[config.mk]
export PLATFORM = sky130hd
export DESIGN_NAME = reg_writeback_arbiter_flat
export DESIGN_NICKNAME = d
export VERILOG_FILES = /design/src/rtl/reg_writeback_arbiter_if.sv /design/src/rtl/reg_writeback_arbiter.sv /design/src/flat_wrapper.sv
export SDC_FILE = /design/constraint.sdc
export NUM_CORES = 1
export LEC_CHECK = 0
export ABC_CLOCK_PERIOD_IN_PS = 10300
export CORE_ASPECT_RATIO = 1.25
export CORE_MARGIN = 2
export CORE_UTILIZATION = 45
export DETAILED_ROUTE_END_ITERATION = 6
export PLACE_DENSITY = 0.69
export SLEW_MARGIN = 25
export SYNTH_ARGS = -nofsm -noshare
export SYNTH_HDL_FRONTEND = slang
export SYNTH_SLANG_ARGS = --single-unit
[constraint.sdc]
create_clock -name clk -period 10.3 [get_ports clk]
set_clock_uncertainty 0.2 [all_clocks]
set_input_delay 1.545 -clock clk [delete_from_list [all_inputs] [get_ports clk]]
set_output_delay 1.545 -clock clk [all_outputs]
set_load 0.02 [all_outputs]
[src/rtl/reg_writeback_arbiter_if.sv]
// Write-back arbiter bus: pipeline and MDU write requests, register file
// write port, ID-stage bypass lookup and FIFO occupancy.
//
// Handshake: the pipeline request (pipe_wr_en) has no ready and is always
// taken. The MDU result transfers on the posedge where mdu_valid && mdu_ready;
// the master holds mdu_reg/mdu_data stable while mdu_valid is high and not yet
// accepted. mdu_ready depends only on registered occupancy.
interface reg_writeback_arbiter_if #(
  parameter int DEPTH  = 4,
  parameter int DATA_W = 32
);
  localparam int CW = $clog2(DEPTH) + 1;

  logic              pipe_wr_en;
  logic [4:0]        pipe_wr_reg;
  logic [DATA_W-1:0] pipe_wr_data;
  logic              mdu_valid;
  logic [4:0]        mdu_reg;
  logic [DATA_W-1:0] mdu_data;
  logic              mdu_ready;
  logic              rf_reg_write;
  logic [4:0]        rf_write_reg;
  logic [DATA_W-1:0] rf_write_data;
  logic [4:0]        byp_reg1;
  logic [4:0]        byp_reg2;
  logic              byp_hit1;
  logic              byp_hit2;
  logic [DATA_W-1:0] byp_data1;
  logic [DATA_W-1:0] byp_data2;
  logic [CW-1:0]     pending;

  modport master (
    output pipe_wr_en, pipe_wr_reg, pipe_wr_data,
    output mdu_valid, mdu_reg, mdu_data,
    output byp_reg1, byp_reg2,
    input  mdu_ready, rf_reg_write, rf_write_reg, rf_write_data,
    input  byp_hit1, byp_hit2, byp_data1, byp_data2, pending
  );

  modport slave (
    input  pipe_wr_en, pipe_wr_reg, pipe_wr_data,
    input  mdu_valid, mdu_reg, mdu_data,
    input  byp_reg1, byp_reg2,
    output mdu_ready, rf_reg_write, rf_write_reg, rf_write_data,
    output byp_hit1, byp_hit2, byp_data1, byp_data2, pending
  );
endinterface

[src/rtl/reg_writeback_arbiter.sv]
// Register-file write-back arbiter. One write per cycle goes to the register
// file; anything that cannot issue waits in a small in-order FIFO. The FIFO
// head always wins so writes leave in program order. Only the MDU can grow
// the FIFO, so throttling mdu_ready keeps it from overflowing.
module reg_writeback_arbiter #(
  parameter int DEPTH  = 4,
  parameter int DATA_W = 32
) (
  input logic clk,
  input logic rst,
  reg_writeback_arbiter_if.slave bus
);
  localparam int PW = $clog2(DEPTH);
  localparam int CW = PW + 1;

  logic [4:0]        mem_reg_q  [DEPTH];
  logic [DATA_W-1:0] mem_data_q [DEPTH];
  logic [PW-1:0]     wr_ptr_q, rd_ptr_q, wr_ptr_p1;
  logic [CW-1:0]     count_q, count_d, enq_cnt;
  logic              rf_we_q;
  logic [4:0]        rf_reg_q;
  logic [DATA_W-1:0] rf_data_q;

  logic              fifo_ne, pipe_v, mdu_v, pipe_enq, mdu_enq;
  logic              enq0_v, enq1_v;
  logic [4:0]        enq0_reg;
  logic [DATA_W-1:0] enq0_data;
  logic              iss_v;
  logic [4:0]        iss_reg;
  logic [DATA_W-1:0] iss_data;

  // Room for two new entries guarantees the MDU can always be absorbed.
  assign bus.mdu_ready = (count_q <= CW'(DEPTH - 2));

  // Writes to r0 are discarded here; the MDU handshake still completes.
  assign fifo_ne  = (count_q != '0);
  assign pipe_v   = bus.pipe_wr_en && (bus.pipe_wr_reg != 5'd0);
  assign mdu_v    = bus.mdu_valid && bus.mdu_ready && (bus.mdu_reg != 5'd0);
  assign pipe_enq = pipe_v && fifo_ne;
  assign mdu_enq  = mdu_v && (fifo_ne || pipe_v);

  // Pipeline is older than a same-cycle MDU result, so it takes slot 0.
  assign enq0_v    = pipe_enq || mdu_enq;
  assign enq1_v    = pipe_enq && mdu_enq;
  assign enq0_reg  = pipe_enq ? bus.pipe_wr_reg : bus.mdu_reg;
  assign enq0_data = pipe_enq ? bus.pipe_wr_data : bus.mdu_data;
  assign wr_ptr_p1 = wr_ptr_q + PW'(1);
  assign enq_cnt   = {{(CW-1){1'b0}}, pipe_enq} + {{(CW-1){1'b0}}, mdu_enq};
  assign count_d   = count_q + enq_cnt - {{(CW-1){1'b0}}, fifo_ne};

  // Select this cycle's write: FIFO head, then pipeline, then MDU.
  always_comb begin
    iss_v    = 1'b0;
    iss_reg  = '0;
    iss_data = '0;
    if (fifo_ne) begin
      iss_v    = 1'b1;
      iss_reg  = mem_reg_q[rd_ptr_q];
      iss_data = mem_data_q[rd_ptr_q];
    end else if (pipe_v) begin
      iss_v    = 1'b1;
      iss_reg  = bus.pipe_wr_reg;
      iss_data = bus.pipe_wr_data;
    end else if (mdu_v) begin
      iss_v    = 1'b1;
      iss_reg  = bus.mdu_reg;
      iss_data = bus.mdu_data;
    end
  end

  // Register file write stage; address/data hold when nothing issues.
  always_ff @(posedge clk or posedge rst) begin
    if (rst) begin
      rf_we_q   <= 1'b0;
      rf_reg_q  <= '0;
      rf_data_q <= '0;
    end else begin
      rf_we_q <= iss_v;
      if (iss_v) begin
        rf_reg_q  <= iss_reg;
        rf_data_q <= iss_data;
      end
    end
  end

  // FIFO pointers and occupancy; pointers wrap naturally at DEPTH.
  always_ff @(posedge clk or posedge rst) begin
    if (rst) begin
      wr_ptr_q <= '0;
      rd_ptr_q <= '0;
      count_q  <= '0;
    end else begin
      wr_ptr_q <= wr_ptr_q + enq_cnt[PW-1:0];
      rd_ptr_q <= rd_ptr_q + PW'(fifo_ne);
      count_q  <= count_d;
    end
  end

  // FIFO storage; contents are qualified by count_q so no reset is needed.
  always_ff @(posedge clk) begin
    if (enq0_v) begin
      mem_reg_q[wr_ptr_q]  <= enq0_reg;
      mem_data_q[wr_ptr_q] <= enq0_data;
    end
    if (enq1_v) begin
      mem_reg_q[wr_ptr_p1]  <= bus.mdu_reg;
      mem_data_q[wr_ptr_p1] <= bus.mdu_data;
    end
  end

  // Youngest pending value for r: rf stage, then FIFO oldest to newest,
  // with later matches overriding earlier ones. Result is {hit, data}.
  function automatic logic [DATA_W:0] lookup(input logic [4:0] r);
    logic [DATA_W:0] res;
    logic [PW-1:0]   idx;
    res = '0;
    if (r != 5'd0) begin
      if (rf_we_q && (rf_reg_q == r)) res = {1'b1, rf_data_q};
      for (int i = 0; i < DEPTH; i++) begin
        idx = rd_ptr_q + PW'(i);
        if ((CW'(i) < count_q) && (mem_reg_q[idx] == r))
          res = {1'b1, mem_data_q[idx]};
      end
    end
    return res;
  endfunction

  // Combinational bypass for both ID-stage read ports.
  always_comb begin
    {bus.byp_hit1, bus.byp_data1} = lookup(bus.byp_reg1);
    {bus.byp_hit2, bus.byp_data2} = lookup(bus.byp_reg2);
  end

  assign bus.rf_reg_write  = rf_we_q;
  assign bus.rf_write_reg  = rf_reg_q;
  assign bus.rf_write_data = rf_data_q;
  assign bus.pending       = count_q;
endmodule

[src/flat_wrapper.sv]
// flat-port wrapper written by rule: the top's interface ports become plain ports
module reg_writeback_arbiter_flat 
#(
  parameter int DEPTH  = 4,
  parameter int DATA_W = 32
)
  (clk, rst, bus_pipe_wr_en, bus_pipe_wr_reg, bus_pipe_wr_data, bus_mdu_valid, bus_mdu_reg, bus_mdu_data, bus_byp_reg1, bus_byp_reg2, bus_mdu_ready, bus_rf_reg_write, bus_rf_write_reg, bus_rf_write_data, bus_byp_hit1, bus_byp_hit2, bus_byp_data1, bus_byp_data2, bus_pending);
  reg_writeback_arbiter_if #(.DEPTH(DEPTH), .DATA_W(DATA_W)) bus_i ();
  input logic clk;
  input logic rst;
  input wire logic [$bits(bus_i.pipe_wr_en)-1:0] bus_pipe_wr_en;
  input wire logic [$bits(bus_i.pipe_wr_reg)-1:0] bus_pipe_wr_reg;
  input wire logic [$bits(bus_i.pipe_wr_data)-1:0] bus_pipe_wr_data;
  input wire logic [$bits(bus_i.mdu_valid)-1:0] bus_mdu_valid;
  input wire logic [$bits(bus_i.mdu_reg)-1:0] bus_mdu_reg;
  input wire logic [$bits(bus_i.mdu_data)-1:0] bus_mdu_data;
  input wire logic [$bits(bus_i.byp_reg1)-1:0] bus_byp_reg1;
  input wire logic [$bits(bus_i.byp_reg2)-1:0] bus_byp_reg2;
  output wire logic [$bits(bus_i.mdu_ready)-1:0] bus_mdu_ready;
  output wire logic [$bits(bus_i.rf_reg_write)-1:0] bus_rf_reg_write;
  output wire logic [$bits(bus_i.rf_write_reg)-1:0] bus_rf_write_reg;
  output wire logic [$bits(bus_i.rf_write_data)-1:0] bus_rf_write_data;
  output wire logic [$bits(bus_i.byp_hit1)-1:0] bus_byp_hit1;
  output wire logic [$bits(bus_i.byp_hit2)-1:0] bus_byp_hit2;
  output wire logic [$bits(bus_i.byp_data1)-1:0] bus_byp_data1;
  output wire logic [$bits(bus_i.byp_data2)-1:0] bus_byp_data2;
  output wire logic [$bits(bus_i.pending)-1:0] bus_pending;
  assign bus_i.pipe_wr_en = bus_pipe_wr_en;
  assign bus_i.pipe_wr_reg = bus_pipe_wr_reg;
  assign bus_i.pipe_wr_data = bus_pipe_wr_data;
  assign bus_i.mdu_valid = bus_mdu_valid;
  assign bus_i.mdu_reg = bus_mdu_reg;
  assign bus_i.mdu_data = bus_mdu_data;
  assign bus_i.byp_reg1 = bus_byp_reg1;
  assign bus_i.byp_reg2 = bus_byp_reg2;
  assign bus_mdu_ready = bus_i.mdu_ready;
  assign bus_rf_reg_write = bus_i.rf_reg_write;
  assign bus_rf_write_reg = bus_i.rf_write_reg;
  assign bus_rf_write_data = bus_i.rf_write_data;
  assign bus_byp_hit1 = bus_i.byp_hit1;
  assign bus_byp_hit2 = bus_i.byp_hit2;
  assign bus_byp_data1 = bus_i.byp_data1;
  assign bus_byp_data2 = bus_i.byp_data2;
  assign bus_pending = bus_i.pending;
  reg_writeback_arbiter #(.DEPTH(DEPTH), .DATA_W(DATA_W)) u_core (.clk(clk), .rst(rst), .bus(bus_i));
endmodule
==> out/results.txt <==
After filler insertion, the fill cell instance count of the layout stands at 2,854. Summing every instance area after synthesis gives 15,800 um^2. Startpoint-to-endpoint class of the critical path: in -> out. The flow ran to the end, and the final reports show no timing, DRC or antenna violations. At the end of the flow, the number of nets in the layout was 1,390. The maximum vdd drop was 0.148 mV.

Entering global routing, the biggest net connects 67 pins. Setup repair after global routing left no endpoint under its margin. The height of the die came out at 213 um. For the worst-skew pair later-pin latency, the log shows 460 ps. The number of flip-flops in the largest register was 128. The number of standard cells after synthesis came out at 1,181. The dominant cell type by area after synthesis was edfxtp_1. After synthesis, flip-flops and latches occupy 35.4% of the total area. From left edge to right edge, the die measures 171 um. During synthesis, Yosys emitted a total of 0 warnings. Summing all placed instances gives a cell area of 17,900 um^2. The share of synthesized registers carrying an async set or reset is 23.3%.

Data arrives at the worst endpoint at 5800 ps. After detailed routing, the total wire length is 52,500 um. The tree is rooted in a clkbuf_16. The total overflow left after global routing is 0. In this run, CTS created clock tree buffers numbering 17.

Clock-pin slew of the registers on the worst-case setup and hold paths: 70 ps. Dividing the detail-routed wire length by the instance count gives 29.5 um. The initial utilization of the core area, before any placement, comes to 45.6%. The highest fanout seen on the critical path came out at 34.

Class of the tightest hold or removal check: reg -> reg. The congestion estimate from routability-driven global placement came to 0.963. Static timing analysis puts the maximum clock frequency at 133 MHz. Number of optimization iterations in the first detailed-route pass: 6. The number of global-route vias before repair came out at 12,600. The final cell area excluding filler cells was 18,600 um^2. Final count of pins violating max slew: 0. After clock tree synthesis, the setup repair step added 0 buffers. The run gives 53.8% as the fraction of the core area covered by cells at the end of the flow.

In this run, the number of DRC markers left after iteration 0 of detailed routing was 1,526. STA classifies the critical path endpoint as a primary output. CTS saw 193 sinks. STA puts the critical path data required time at 8560 ps. Yosys mapped a number of flops with a built-in enable equal to 148. For the pin with the worst max-slew slack, the measured transition is 1170 ps. During placement, the flow inserted port buffers numbering 195.

TritonCTS built the clock tree. The layout cell share with drive strength beyond 1 was 36.3%. By area the synthesized netlist is led by edfxtp_1 28%, mux4_2 21%, mux2_2 11%. For the hold violation count in the final report, the log shows 0. Post-DP HPWL: 32,400 um. Counting every net in the synthesized netlist gives 1,277. The area of the die was 36,500 um^2.

STA classifies the critical path startpoint as a primary input. The run gives 0 as the number of gates resized after cts. The logs give 6.22 mW for the total power consumption of the routed design and 76 for the cell row count. In this run the biggest area consumer among cell types represents 28.2% of the synthesized area. After floorplanning, the core was sized to cover 34,500 um^2.

For the finished layout, the period the worst path requires is 7550 ps. After detailed routing, the number of remaining DRC violations is 0. The setup TNS was 0 ps; the layout overhead on the synthesized area was 17.9%. The number of buffers on the longest clock path came out at 2.

Across the run, the number of max-cap violations was 0. The power per cell area was 335 nW/um^2; the static power due to leakage was 5.98 nW. The setup violation total in the final timing report is 0. The number of hold-repair buffers added at the cts stage was 0; the number of vias after detailed routing was 12,600.

The initial antenna violation count is 2, and the via density per instance is 7.09. In this run, synthesis produced a sequential element count of 193. H-tree depth: 4. In the synthesized netlist the dominant register cell turns out to be edfxtp_1. Synthesis instantiated 68 different standard cells from the library. More flip-flops sit in one register than any other, and that register is u_core.mem_data_q. The mean instance size in the synthesized netlist was 13.3 um^2; the number of top-level design ports was 196. The number of nets still failing antenna checks after routing came out at 0. The tools report the relative slew slack as 22.0%.

The final critical path takes up 73.3% of the cycle. The first-pass GRT wire length is 77,700 um. Global routing used 28.9% of the available tracks across all layers.
[metrics by stage]
| step | instances | hold WS [ps] | setup WS (ps) |
|---|---|---|---|
| 5_1_grt | 1776 | 393 | 2520 |
| 2_1_floorplan | 1181 | 277 | 3960 |
| 4_1_cts | 1773 | 363 | 2820 |
| 6_report | 1777 | 367 | 2750 |
| 3_5_place_dp | 1741 | 347 | 2850 |
| 3_3_place_gp | 1741 | 339 | 2900 |
[where the power goes]
part	total, mW	internal (mW)	leakage, nW	switching, mW
clock network	0.703	0.396	0.293	0.308
registers	1.57	1.22	1.90	0.347
logic	3.95	1.87	3.79	2.07
total	6.22	3.49	5.98	2.73
[Yosys cell counts, drive strengths merged, types with 5 or more instances]
library cell,n
a32oi,64
xnor2,34
buf,76
xor2,20
mux2i,8
ha,7
a21oi,11
clkbuf,53
nand3,10
edfxtp,148
o21ai,15
o221a,25
nor4,5
o22a,25
mux4,147
nand2,25
nor3,7
mux2,156
inv,14
o31ai,66
o22ai,5
nor2,79
a221oi,64
and2,34
dfrtp,45
[worst max-delay path, stage by stage]
cell             delay (ps)
clkdlybuf4s50_1         630
xnor2_1                 230
nand4_1                 170
or2_2                   860
nand3_2                1010
o31ai_1                 640
clkdlybuf4s50_1         690
[cells by family (layout without fill, tap and decap cells)]
family | after synthesis | count (layout) | synth area share (%)
AOI/OAI and AO/OA | 289 | 289 | 17.2
muxes | 311 | 311 | 32.7
xor gates and xnor gates | 54 | 54 | 3.24
other | 0 | 2 | 0
DFF | 193 | 193 | 35.4
adders and majority gates | 8 | 8 | 0.683
and+or+nand+nor | 183 | 183 | 6.05
buffers and inverters | 143 | 269 | 4.78
[layer usage]
metal	share of wire, %	GRT usage [%]
met1	37	35.7
met2	49	47.8
met4	5.0	16.1
met3	8.6	5.38
met5	0	0
[cells in the final DEF (no fill, tap or decap), drive strengths merged, types with 7 or more instances in the layout]
cell type,count
o31ai,66
nand2,25
nand3,10
clkdlybuf4s50,195
ha,7
xnor2,34
nor3,7
mux2i,8
clkbuf,23
o21ai,15
and2,34
inv,15
o221a,25
a21oi,11
a221oi,64
mux2,156
mux4,147
buf,28
dfrtp,45
edfxtp,148
nor2,79
o22a,25
a32oi,64
xor2,20
[layout make-up]
| type | instances | area [um^2] | share of cell area (%) |
|---|---|---|---|
| multi-input combinational | 845 | 9550 | 51.4 |
| sequential | 193 | 5580 | 30.0 |
| timing repair buffer | 223 | 2200 | 11.9 |
| tap | 468 | 586 | 3.15 |
| clock buffer | 23 | 468 | 2.52 |
| clock inverter | 9 | 130 | 0.701 |
| inverter | 14 | 52.6 | 0.283 |
| antenna | 2 | 5.00 | 0.0270 |
[worst paths after layout]
path / from / slack (ps) / depth (start not counted) / to
worst max-delay path: bus_byp_reg1[2] / 2750 / 7 / bus_byp_data1[18]
worst max register to register: u_core.bus.pending[2]$_DFF_PP0_ / 6280 / 8 / u_core.mem_data_q[1][15]$_DFFE_PP_
worst min-delay path: u_core.bus.rf_write_data[28]$_DFFE_PP0P_ / 370 / 1 / u_core.bus.rf_write_data[28]$_DFFE_PP0P_
max in group asynchronous: rst / 7840 / 3 / u_core.rd_ptr_q[1]$_DFF_PP0_
min in group asynchronous: rst / 1460 / 3 / u_core.wr_ptr_q[0]$_DFF_PP0_
worst min register to register: u_core.bus.rf_write_data[28]$_DFFE_PP0P_ / 370 / 1 / u_core.bus.rf_write_data[28]$_DFFE_PP0P_
Note: power is estimated with default switching activity, not from simulation.
